## config.mk

```make
export PLATFORM = sky130hd
export DESIGN_NAME = uart_tx_arbiter
export DESIGN_NICKNAME = d
export VERILOG_FILES = /design/src/rtl/uart_tx_arbiter.sv
export SDC_FILE = /design/constraint.sdc
export NUM_CORES = 1
export LEC_CHECK = 0
export ABC_AREA = 0
export ABC_CLOCK_PERIOD_IN_PS = 2300
export CELL_PAD_IN_SITES_DETAIL_PLACEMENT = 1
export CELL_PAD_IN_SITES_GLOBAL_PLACEMENT = 2
export CORE_MARGIN = 4
export CORE_UTILIZATION = 25
export CTS_CLUSTER_DIAMETER = 150
export DETAILED_ROUTE_END_ITERATION = 7
export HOLD_SLACK_MARGIN = 0.03
export MAX_ROUTING_LAYER = met4
export PLACE_DENSITY = 0.88
export SLEW_MARGIN = 30
export SYNTH_ARGS = -nofsm -noshare
export SYNTH_HDL_FRONTEND = slang
export SYNTH_SLANG_ARGS = --single-unit
export TNS_END_PERCENT = 20
```

## constraint.sdc

```tcl
create_clock -name clk -period 2.3 [get_ports clk]
set_input_delay 0.345 -clock clk [delete_from_list [all_inputs] [get_ports clk]]
set_output_delay 0.345 -clock clk [all_outputs]
set_load 0.03 [all_outputs]
```

## src/rtl/uart_tx_arbiter.sv

```systemverilog
// Round-robin arbiter that shares one UART transmitter between NUM_REQ byte producers.
// Latches the winner's byte, pulses tx_start/ack, then follows tx_busy until the frame ends.
module uart_tx_arbiter #(
  parameter int NUM_REQ      = 4,
  parameter int DATA_WIDTH   = 8,
  parameter int BUSY_TIMEOUT = 16,
  localparam int GW = (NUM_REQ > 1) ? $clog2(NUM_REQ) : 1
) (
  input  logic                          clk,
  input  logic                          rst,
  input  logic [NUM_REQ-1:0]            req,
  input  logic [NUM_REQ*DATA_WIDTH-1:0] req_data,
  output logic [NUM_REQ-1:0]            ack,
  output logic [NUM_REQ-1:0]            done,
  output logic                          tx_start,
  output logic [DATA_WIDTH-1:0]         tx_data,
  input  logic                          tx_busy,
  output logic [GW-1:0]                 grant_id,
  output logic                          active,
  output logic                          timeout_err
);

  localparam int TW = (BUSY_TIMEOUT > 2) ? $clog2(BUSY_TIMEOUT) : 1;

  typedef enum logic [1:0] {
    IDLE      = 2'd0,
    START     = 2'd1,
    WAIT_BUSY = 2'd2,
    WAIT_DONE = 2'd3
  } state_t;

  state_t                state_q, state_d;
  logic [NUM_REQ-1:0]    ack_q, ack_d;
  logic [NUM_REQ-1:0]    done_q, done_d;
  logic                  tx_start_q, tx_start_d;
  logic [DATA_WIDTH-1:0] tx_data_q, tx_data_d;
  logic [GW-1:0]         grant_id_q, grant_id_d;
  logic [GW-1:0]         last_grant_q, last_grant_d;
  logic                  active_q, active_d;
  logic                  timeout_q, timeout_d;
  logic [TW-1:0]         timer_q, timer_d;

  logic [DATA_WIDTH-1:0] slice [NUM_REQ];
  logic [GW:0]           idx;
  logic [GW-1:0]         win;
  logic                  found;

  for (genvar i = 0; i < NUM_REQ; i++) begin : g_slice
    assign slice[i] = req_data[i*DATA_WIDTH +: DATA_WIDTH];
  end

  // Scan upward from the requester after the last grant, wrapping once around.
  always_comb begin
    win   = '0;
    found = 1'b0;
    idx   = '0;
    for (int k = 1; k <= NUM_REQ; k++) begin
      idx = {1'b0, last_grant_q} + (GW+1)'(k);
      if (idx >= (GW+1)'(NUM_REQ)) idx = idx - (GW+1)'(NUM_REQ);
      if (!found && req[idx[GW-1:0]]) begin
        found = 1'b1;
        win   = idx[GW-1:0];
      end
    end
  end

  always_comb begin
    state_d      = state_q;
    tx_data_d    = tx_data_q;
    grant_id_d   = grant_id_q;
    last_grant_d = last_grant_q;
    timer_d      = timer_q;
    ack_d        = '0;
    done_d       = '0;
    tx_start_d   = 1'b0;
    timeout_d    = 1'b0;
    case (state_q)
      IDLE: begin
        if (found && !tx_busy) begin
          tx_data_d  = slice[win];
          grant_id_d = win;
          tx_start_d = 1'b1;
          ack_d[win] = 1'b1;
          state_d    = START;
        end
      end
      START: begin
        timer_d = '0;
        state_d = WAIT_BUSY;
      end
      WAIT_BUSY: begin
        // A busy edge coinciding with expiry still counts as a started frame.
        if (tx_busy) begin
          state_d = WAIT_DONE;
        end else if (timer_q == TW'(BUSY_TIMEOUT-1)) begin
          timeout_d    = 1'b1;
          last_grant_d = grant_id_q;
          state_d      = IDLE;
        end else begin
          timer_d = timer_q + 1'b1;
        end
      end
      WAIT_DONE: begin
        if (!tx_busy) begin
          done_d[grant_id_q] = 1'b1;
          last_grant_d       = grant_id_q;
          state_d            = IDLE;
        end
      end
      default: state_d = IDLE;
    endcase
    active_d = (state_d != IDLE);
  end

  always_ff @(posedge clk or posedge rst) begin
    if (rst) begin
      state_q      <= IDLE;
      ack_q        <= '0;
      done_q       <= '0;
      tx_start_q   <= 1'b0;
      tx_data_q    <= '0;
      grant_id_q   <= '0;
      last_grant_q <= GW'(NUM_REQ-1);
      active_q     <= 1'b0;
      timeout_q    <= 1'b0;
      timer_q      <= '0;
    end else begin
      state_q      <= state_d;
      ack_q        <= ack_d;
      done_q       <= done_d;
      tx_start_q   <= tx_start_d;
      tx_data_q    <= tx_data_d;
      grant_id_q   <= grant_id_d;
      last_grant_q <= last_grant_d;
      active_q     <= active_d;
      timeout_q    <= timeout_d;
      timer_q      <= timer_d;
    end
  end

  assign ack         = ack_q;
  assign done        = done_q;
  assign tx_start    = tx_start_q;
  assign tx_data     = tx_data_q;
  assign grant_id    = grant_id_q;
  assign active      = active_q;
  assign timeout_err = timeout_q;

endmodule

```

# Word level (Yosys, flattened, before mapping)
# Cells that the tools add are included.
[op_classes] addsub=9 magnitude_cmp=13 n_eq_ne=8 n_mux=48 bitwise_logic=1 n_reduce_logical=17
[op_table] operator="$mux 2" n=15
[op_table] operator="$mux 4" n=6
[op_table] operator="$lt 2x3->1 const B" n=6
[op_table] operator="$bmux 8 s2" n=1
[op_table] operator="$mux 8" n=2
[op_table] operator="$ge 3x3->1 const B" n=5
[op_table] operator="$mux 1" n=15
[op_table] operator="$bmux 1 s2" n=4
[op_table] operator="$ne 2x2->1 const B" n=4
[op_table] operator="$pmux 2 s4" n=1
[op_table] operator="$pmux 4 s2" n=1
[op_table] operator="$sub 2x1->2 const B" n=4
[op_table] operator="$add 2x2->3 const B" n=2
[op_table] operator="$logic_and 1x1->1" n=6
[op_table] operator="$reduce_bool 2->1" n=3
[op_table] operator="$add 4x1->4 const B" n=1
[op_table] operator="$demux 1 s2" n=2
[op_table] operator="$eq 2x2->1 const B" n=2
[op_table] operator="$eq 4x4->1 const B" n=1
[op_table] operator="$ge 2x1->1 const B" n=2
[op_table] operator="$logic_not 1->1" n=4
[op_table] operator="$pmux 2 s2" n=1
[op_table] operator="$reduce_and 4->1" n=1
[op_table] operator="$add 2x1->3 const B" n=1
[op_table] operator="other kinds (6)" n=6
[word_totals] register_bits=29 input_bits=39 output_inout_bits=21 elab_cells=106

# Depth between registers and ports, before layout
# Gate-level depths: netlist (run 1).
[logic_depth] ltp_word=21 ltp_mapped=8 ltp_nobuf=6

# Worst setup path after synthesis (run 1)
# Ideal clock, no wire load.
[synth_path] path_type="register to register" from="reg last_grant_q[1]" to="reg tx_data_q[0], in the netlist tx_data[0]" setup_ns=0.094 arrival_time_ns=1.578 required_time_ns=2.206 path_slack_ns=0.628 stages_incl_launch_ff=8 synth_period_minus_slack_ns=1.672 cell_sequence="dfstp_2 > a21bo_1 > buf_6 > and3_4 > buf_6 > buf_12 > mux2i_1 > a211oi_1"
[synth_via] elab_chain_cells=19 word_cells_on_any_way=44 cone_classes="8 x add/sub; 4 x order compare; 23 x mux; 1 x bitwise; 8 x reduce/logical"
[synth_rtl] element="from (decl)" line="38" text="logic [GW-1:0] last_grant_q, last_grant_d;"
[synth_rtl] element="from (signal assigned)" line="123" text="last_grant_q <= GW'(NUM_REQ-1);"
[synth_rtl] element="from (signal assigned)" line="134" text="last_grant_q <= last_grant_d;"
[synth_rtl] element="$add 2x1->3" line="58" text="idx = {1'b0, last_grant_q} + (GW+1)'(k);"
[synth_rtl] element="$ge 3x3->1 or $sub 2x1->2 (tied branches)" line="59" text="if (idx >= (GW+1)'(NUM_REQ)) idx = idx - (GW+1)'(NUM_REQ);"
[synth_rtl] element="$mux 2" line="59"
[synth_rtl] element="$bmux 1 s2" line="60" text="if (!found && req[idx[GW-1:0]]) begin"
[synth_rtl] element="$mux 1 (not written as such)" line="60"
[synth_rtl] element="$mux 1" line="60"
[synth_rtl] element="$logic_not 1->1" line="60"
[synth_rtl] element="$logic_and 1x1->1" line="60"
[synth_rtl] element="[2 not listed]"
[synth_rtl] element="$logic_and 1x1->1" line="60"
[synth_rtl] element="$mux 1" line="60"
[synth_rtl] element="$logic_not 1->1" line="60"
[synth_rtl] element="$logic_and 1x1->1" line="60"
[synth_rtl] element="$mux 2" line="60"
[synth_rtl] element="$not 2->3 (not written as such)" line="80" text="tx_data_d = slice[win];"
[synth_rtl] element="$bmux 8 s2" line="80"
[synth_rtl] element="$mux 8 (not written as such) (2 in series)" line="80"
[synth_rtl] element="to (signal assigned)" line="132" text="tx_data_q <= tx_data_d;"
[synth_rtl] element="to (decl)" line="36" text="logic [DATA_WIDTH-1:0] tx_data_q, tx_data_d;"
# Parallel ways exist; a longest one is shown, timed or not. The select of a mux whose other input is x is not followed.
# A chain may end at the register's enable or synchronous reset.

# Worst setup path in the final report (run 1)
[layout_path] from="in req[0]" to="reg tx_data_q[6], in the netlist tx_data[6]"
[layout_via] elab_chain_cells=16 word_cells_on_any_way=28 cone_classes="19 x mux; 1 x bitwise; 8 x reduce/logical"
[layout_rtl] element="from (decl)" line="11" text="input logic [NUM_REQ-1:0] req,"
[layout_rtl] element="$bmux 1 s2" line="60"
[layout_rtl] element="$mux 1 (not written as such)" line="60"
[layout_rtl] element="$mux 1" line="60"
[layout_rtl] element="$logic_not 1->1" line="60"
[layout_rtl] element="$logic_and 1x1->1" line="60"
[layout_rtl] element="$mux 1" line="60"
[layout_rtl] element="$logic_not 1->1" line="60"
[layout_rtl] element="$logic_and 1x1->1" line="60"
[layout_rtl] element="$mux 1" line="60"
[layout_rtl] element="$logic_not 1->1" line="60"
[layout_rtl] element="$logic_and 1x1->1" line="60"
[layout_rtl] element="$mux 2" line="60"
[layout_rtl] element="$not 2->3 (not written as such)" line="80"
[layout_rtl] element="$bmux 8 s2" line="80"
[layout_rtl] element="$mux 8 (not written as such) (2 in series)" line="80"
# Parallel ways exist; a longest one is shown, timed or not. The select of a mux whose other input is x is not followed.

==> impl_metrics.json, run 1 <==
{
  "status": "complete, no violations",
  "drtIter0Drc": 67,
  "syn_to_final_growth_pct": 49.8,
  "fill_cells": 687,
  "antenna_found_initial": 0,
  "cts_hold_buf": 0,
  "start_util_pct": 26.1,
  "rsz0062_at_grt": "no",
  "fin_area_um2": 2320,
  "synth_cell_types": 34,
  "yosysSeqAreaShare_pct": 46.9,
  "root_buffer": "clkbuf_8",
  "cts_resized": 0,
  "total_power_mw": 2.44,
  "core_area_um2": 5960,
  "dpl_cell_area_um2": 2240,
  "synth_fp_nets": 189,
  "place_inst": 286,
  "min_period_over_period_pct": 87.9,
  "fin_skew_ps": 8.39,
  "power_density_nw_per_um2": 1050,
  "grt_start_max_net_pins": 30,
  "cts_buffer_depth": 2,
  "synth_seq_cells": 29,
  "final_util_pct": 39.0,
  "dpl.hpwl_mm": 3.41,
  "drive_gt1_share_pct": 16.4,
  "holdWs_ps": 445,
  "cp_cell_sequence": "clkdlybuf4s50_1, nor4_1, buf_4, nor4_2, nor2b_1, a211oi_1",
  "drc_errors": 0,
  "reg2reg_from": "state_q[1]",
  "vdd_ir_drop_max_mv": 0.364,
  "grt_pass1_vias": 1416,
  "cap_violations": 0,
  "io_pins": 60,
  "vias_per_cell": 4.63,
  "rows": 28,
  "cts_setup_buffers": 0,
  "layout.nets": 258,
  "synthFlopType": "dfrtp_1",
  "slew_violations": 0,
  "end_kind": "register",
  "crit_fanout": 10,
  "netlist.top_cell.by_area": "dfrtp_1",
  "ys_warn_count": 0,
  "async_reset_ff_share_pct": 100,
  "cts_made_buffers": 5,
  "layoutNonFillerInstCount": 294,
  "vias": 1362,
  "portBuffers": 59,
  "r2r_slack_ps": 410,
  "cts_tree": "done",
  "clk_latency_ps": 280,
  "chipHeight_um": 86.8,
  "totalWireLength_mm": 4.42,
  "leakage_nw": 0.981,
  "layout_setup_ws_ps": 279,
  "r2r_cells": 3,
  "place.gp.congestion": 0.826,
  "crit_type": "in -> reg",
  "synth_area_leaders": "dfrtp_1, a211oi_2, mux2i_1, nor2_1, a211oi_1",
  "slowest_stage": "nor2b_1",
  "worst_ep_required_time_ps": 2420,
  "cp.arrival_ps": 2140,
  "drtAntennaViolNets": 0,
  "r2r_end": "tx_data[6]",
  "dr.pass1.iters": 4,
  "synth.avg_cell_area_um2": 10.4,
  "yosysTopAreaCellShare_pct": 43.5,
  "mostFrequentLayoutCells": "clkdlybuf4s50_1, dfrtp_1, nor2_1, inv_1, buf_4",
  "clkTransAtPathRegs_ps": 70,
  "die_area_um2": 7530,
  "slew_headroom_pct": 50.5,
  "grt_usage_pct": 12.5,
  "synth_edf_count": 0,
  "final_common_cell": "clkdlybuf4s50_1",
  "cpPeakStageDelay_ps": 660,
  "min_path_type": "in -> async",
  "cts.sinks": 29,
  "netlist_area_um2": 1550,
  "final-setup-viol-count": 0,
  "fmaxAchievable_mhz": 495,
  "finalCriticalPeriod_ps": 2020,
  "finalHoldViolCount": 0,
  "die_width_um": 86.8,
  "worst_pin_slew_ps": 740,
  "grt_pass1_wl_mm": 7.06,
  "avgRoutedWirePerCell_um": 15.0,
  "h-tree-depth": 2,
  "start_kind": "input port",
  "diodes": 0,
  "dp_slack_ps": -27.9,
  "syn_inst": 149,
  "grt_remaining_overflow": 0,
  "final.setup.tns_ps": 0
}
[worst max-delay path by stage]
stage,startpoint,endpoint,slack (ps),cells after the start
2_1_floorplan,last_grant_q[1],tx_data[0],630,7
3_3_place_gp,req[2],tx_data[2],60,6
3_5_place_dp,req[0],tx_data[3],-30,6
4_1_cts,req[0],tx_data[4],270,6
5_1_grt,req[0],tx_data[5],160,6
6_report,req[0],tx_data[6],280,6
[kinds of logic (layout without fill, tap and decap cells)]
| kind of cell | after synthesis | count (layout) | share of synthesized area, % |
|---|---|---|---|
| buf+inv | 22 | 92 | 8.63 |
| flops | 29 | 29 | 46.9 |
| simple gates | 46 | 46 | 15.2 |
| fa+ha+maj | 1 | 1 | 0.806 |
| mux | 11 | 11 | 7.34 |
| compound gates | 40 | 40 | 21.1 |
[cell usage after synthesis (4+ instances only)]
cell type  count
dfrtp_1       27
nor2_1        19
a31oi_1        8
nor2b_1        6
nand2b_1       4
buf_2          4
buf_6          4
nor3_1         4
a211oi_1       8
a211oi_2       8
inv_1         13
mux2i_1        8
nand2_1        5
[where the power goes]
| group | internal (mW) | total, mW | switching [mW] |
|---|---|---|---|
| clock | 0.209 | 0.402 | 0.193 |
| combinational | 0.540 | 1.18 | 0.643 |
| sequential | 0.690 | 0.849 | 0.159 |
| total | 1.44 | 2.44 | 0.996 |
[area by class of cell]
class	instances	area, um^2	area share (%)
Clock buffer	6	72.6	3.12
Multi-Input combinational cell	98	689	29.7
Tap cell	75	93.8	4.04
Inverter	13	48.8	2.10
Timing Repair Buffer	71	681	29.3
Clock inverter	2	10.0	0.431
Sequential cell	29	728	31.3
[critical path: cells and delay by family]
kind            cells  cell delay [ps]
compound gates      1              160
buf+inv             2              650
simple gates        3              990
[flip-flops by register name, indices dropped and copies added, names as in the netlist]
name	count
ack	4
active	1
done	4
grant_id	2
last_grant_q	2
state_q	2
timeout_err	1
timer_q	4
tx_data	8
tx_start	1
[routing by layer]
metal | vias to the layer above | GRT usage [%] | share of wire [%]
met4 | 0 | 3.82 | 0.84
li1 | 667 | - | -
met1 | 649 | 15.7 | 45
met2 | 42 | 20.0 | 48
met5 | - | - | 0
met3 | 4 | 3.04 | 6.1
Note: power is estimated with default switching activity, not from simulation.
==> run 2: changes to the inputs <==
--- a/config.mk
+++ b/config.mk
@@ -7,15 +7,13 @@
 export LEC_CHECK = 0
 export ABC_AREA = 0
 export ABC_CLOCK_PERIOD_IN_PS = 2300
-export CELL_PAD_IN_SITES_DETAIL_PLACEMENT = 1
-export CELL_PAD_IN_SITES_GLOBAL_PLACEMENT = 2
-export CORE_MARGIN = 4
+export CORE_MARGIN = 10
 export CORE_UTILIZATION = 25
 export CTS_CLUSTER_DIAMETER = 150
 export DETAILED_ROUTE_END_ITERATION = 7
 export HOLD_SLACK_MARGIN = 0.03
 export MAX_ROUTING_LAYER = met4
-export PLACE_DENSITY = 0.88
+export PLACE_DENSITY = 0.62
 export SLEW_MARGIN = 30
 export SYNTH_ARGS = -nofsm -noshare
 export SYNTH_HDL_FRONTEND = slang
==> run 2 against run 1 <==
Compared with the run above: sequential share of layout area is 0.26 points higher; first-iteration DRC count down 27%; critical path depth shrank 1.
==> impl_metrics.json, run 2 (synthesis results as in run 1) <==
{
  "layout_setup_ws_ps": 289,
  "cts_buffer_depth": 2,
  "vias": 1299,
  "min_period_over_period_pct": 87.4,
  "fin_area_um2": 2300,
  "h-tree-depth": 2,
  "totalWireLength_mm": 4.45,
  "rows": 28,
  "fmaxAchievable_mhz": 497,
  "busiest_layer": "met2",
  "crit_type": "in -> reg",
  "status": "complete, no violations",
  "use_met3_pct": 3.42,
  "start_kind": "input port",
  "slew_violations": 0,
  "fin_skew_ps": 5.55,
  "gr-usage-met2_pct": 13.9,
  "layout.nets": 253,
  "reg2reg_from": "state_q[1]",
  "r2r_slack_ps": 440,
  "largest_reg_flops": 8,
  "slowest_stage": "nor2b_1",
  "cts.sinks": 29,
  "end_kind": "register",
  "avgRoutedWirePerCell_um": 15.4,
  "total_power_mw": 2.48,
  "cp_num_buf_inv": 1,
  "portBuffers": 59,
  "dr.pass1.iters": 4,
  "final-setup-viol-count": 0,
  "clkTransAtPathRegs_ps": 70,
  "leakage_nw": 0.965,
  "slew_headroom_pct": 48.5,
  "cts_resized": 0,
  "crit_family": "simple AND/OR/NAND/NOR gates",
  "clk_latency_ps": 280,
  "cap_violations": 0,
  "r2r_cells": 3,
  "place.gp.congestion": 0.833,
  "die_area_um2": 9760,
  "crit_start": "req[1]",
  "drtIter0Drc": 49,
  "grt_remaining_overflow": 0,
  "io_pins": 60,
  "cts_hold_buf": 0,
  "cpPeakStageDelay_ps": 670,
  "finalHoldViolCount": 0,
  "grt_usage_pct": 9.43,
  "drive_gt1_share_pct": 15.0,
  "power_density_nw_per_um2": 1080,
  "worst_pin_slew_ps": 770,
  "cts_tree": "done",
  "final_common_cell": "clkdlybuf4s50_1",
  "cts_setup_buffers": 0,
  "root_buffer": "clkbuf_8",
  "drc_errors": 0,
  "antenna_found_initial": 0,
  "dpl_cell_area_um2": 2200,
  "dp_slack_ps": -9.49,
  "finalCriticalPeriod_ps": 2010,
  "core_area_um2": 5960,
  "crit_fanout": 10,
  "diodes": 0,
  "mostFrequentLayoutCells": "clkdlybuf4s50_1, dfrtp_1, nor2_1, inv_1",
  "die_width_um": 98.8,
  "holdWs_ps": 447,
  "syn_to_final_growth_pct": 48.5,
  "drtAntennaViolNets": 0,
  "grt_pass1_wl_mm": 7.26,
  "cts_made_buffers": 5,
  "dpl.hpwl_mm": 3.38,
  "min_path_type": "in -> async",
  "chipHeight_um": 98.8,
  "cp_cell_sequence": "clkdlybuf4s50_1, nor4_1, nor4_2, nor2b_1, a211oi_1",
  "start_util_pct": 26.1,
  "grt_start_max_net_pins": 30,
  "vdd_ir_drop_max_mv": 0.350,
  "worst_ep_required_time_ps": 2420,
  "r2r_end": "tx_data[3]",
  "rsz0062_at_grt": "no",
  "vias_per_cell": 4.49,
  "grt_pass1_vias": 1390,
  "use_met1_pct": 11.8,
  "cp.arrival_ps": 2130
}
run 2: changes by cell type in the layout (fill, tap and decap cells not counted), sizes merged:
| cell | previous run | this run |
|---|---|---|
| buf | 12 | 7 |
| clkbuf | 6 | 7 |
| clkinv | 2 | 1 |
run 2: power by group:
part / internal [mW] / switching [mW] / leakage, nW
logic: 0.527 / 0.641 / 0.553
registers: 0.690 / 0.150 / 0.358
clock network: 0.270 / 0.200 / 0.0542
total: 1.49 / 0.990 / 0.965
run 2: worst register-to-register path, cell delays in order (launching register included):
cell and delay (ps):
dfrtp_1 480, nor4_2 380, nor2b_1 680, a211oi_1 160
run 2: final cells by class:
class                           count  area, um^2
Inverter                           13        48.8
Multi-Input combinational cell     98         689
Clock buffer                        7        96.3
Sequential cell                    29         728
Clock inverter                      1        5.00
Tap cell                           75        93.8
Timing Repair Buffer               66         643
Fill cell                         613        3650
run 2: worst max path at each step:
stage	endpoint	slack, ps	depth (start not counted)
6_report	tx_data[3]	290	5
5_1_grt	tx_data[0]	10	5
4_1_cts	tx_data[3]	280	5
3_5_place_dp	tx_data[3]	-9	5
3_3_place_gp	tx_data[6]	50	5
2_1_floorplan	tx_data[0]	630	7
run 2: stage by stage:
step                      util [%]  TNS [ps]  std cells
after floorplan                  -         0        149
after global placement        37.0         0        281
after detailed placement      37.0     -18.5        281
after CTS                     38.7         0        289
after global routing          38.7         0        289
final                         38.7         0        289
run 2: metal layers:
layer / part of all wire (%) / vias up
li1: - / 658
met4: 0.13 / 0
met5: 0 / -
met2: 46 / 39
met1: 49 / 600
met3: 4.9 / 2
==> run 3: changes to the inputs <==
--- a/config.mk
+++ b/config.mk
@@ -10,6 +10,7 @@
 export CORE_MARGIN = 10
 export CORE_UTILIZATION = 25
 export CTS_CLUSTER_DIAMETER = 150
+export CTS_CLUSTER_SIZE = 30
 export DETAILED_ROUTE_END_ITERATION = 7
 export HOLD_SLACK_MARGIN = 0.03
 export MAX_ROUTING_LAYER = met4
==> results of run 3 <==
The final DEF is identical to that of run 2; final timing and power are the same.
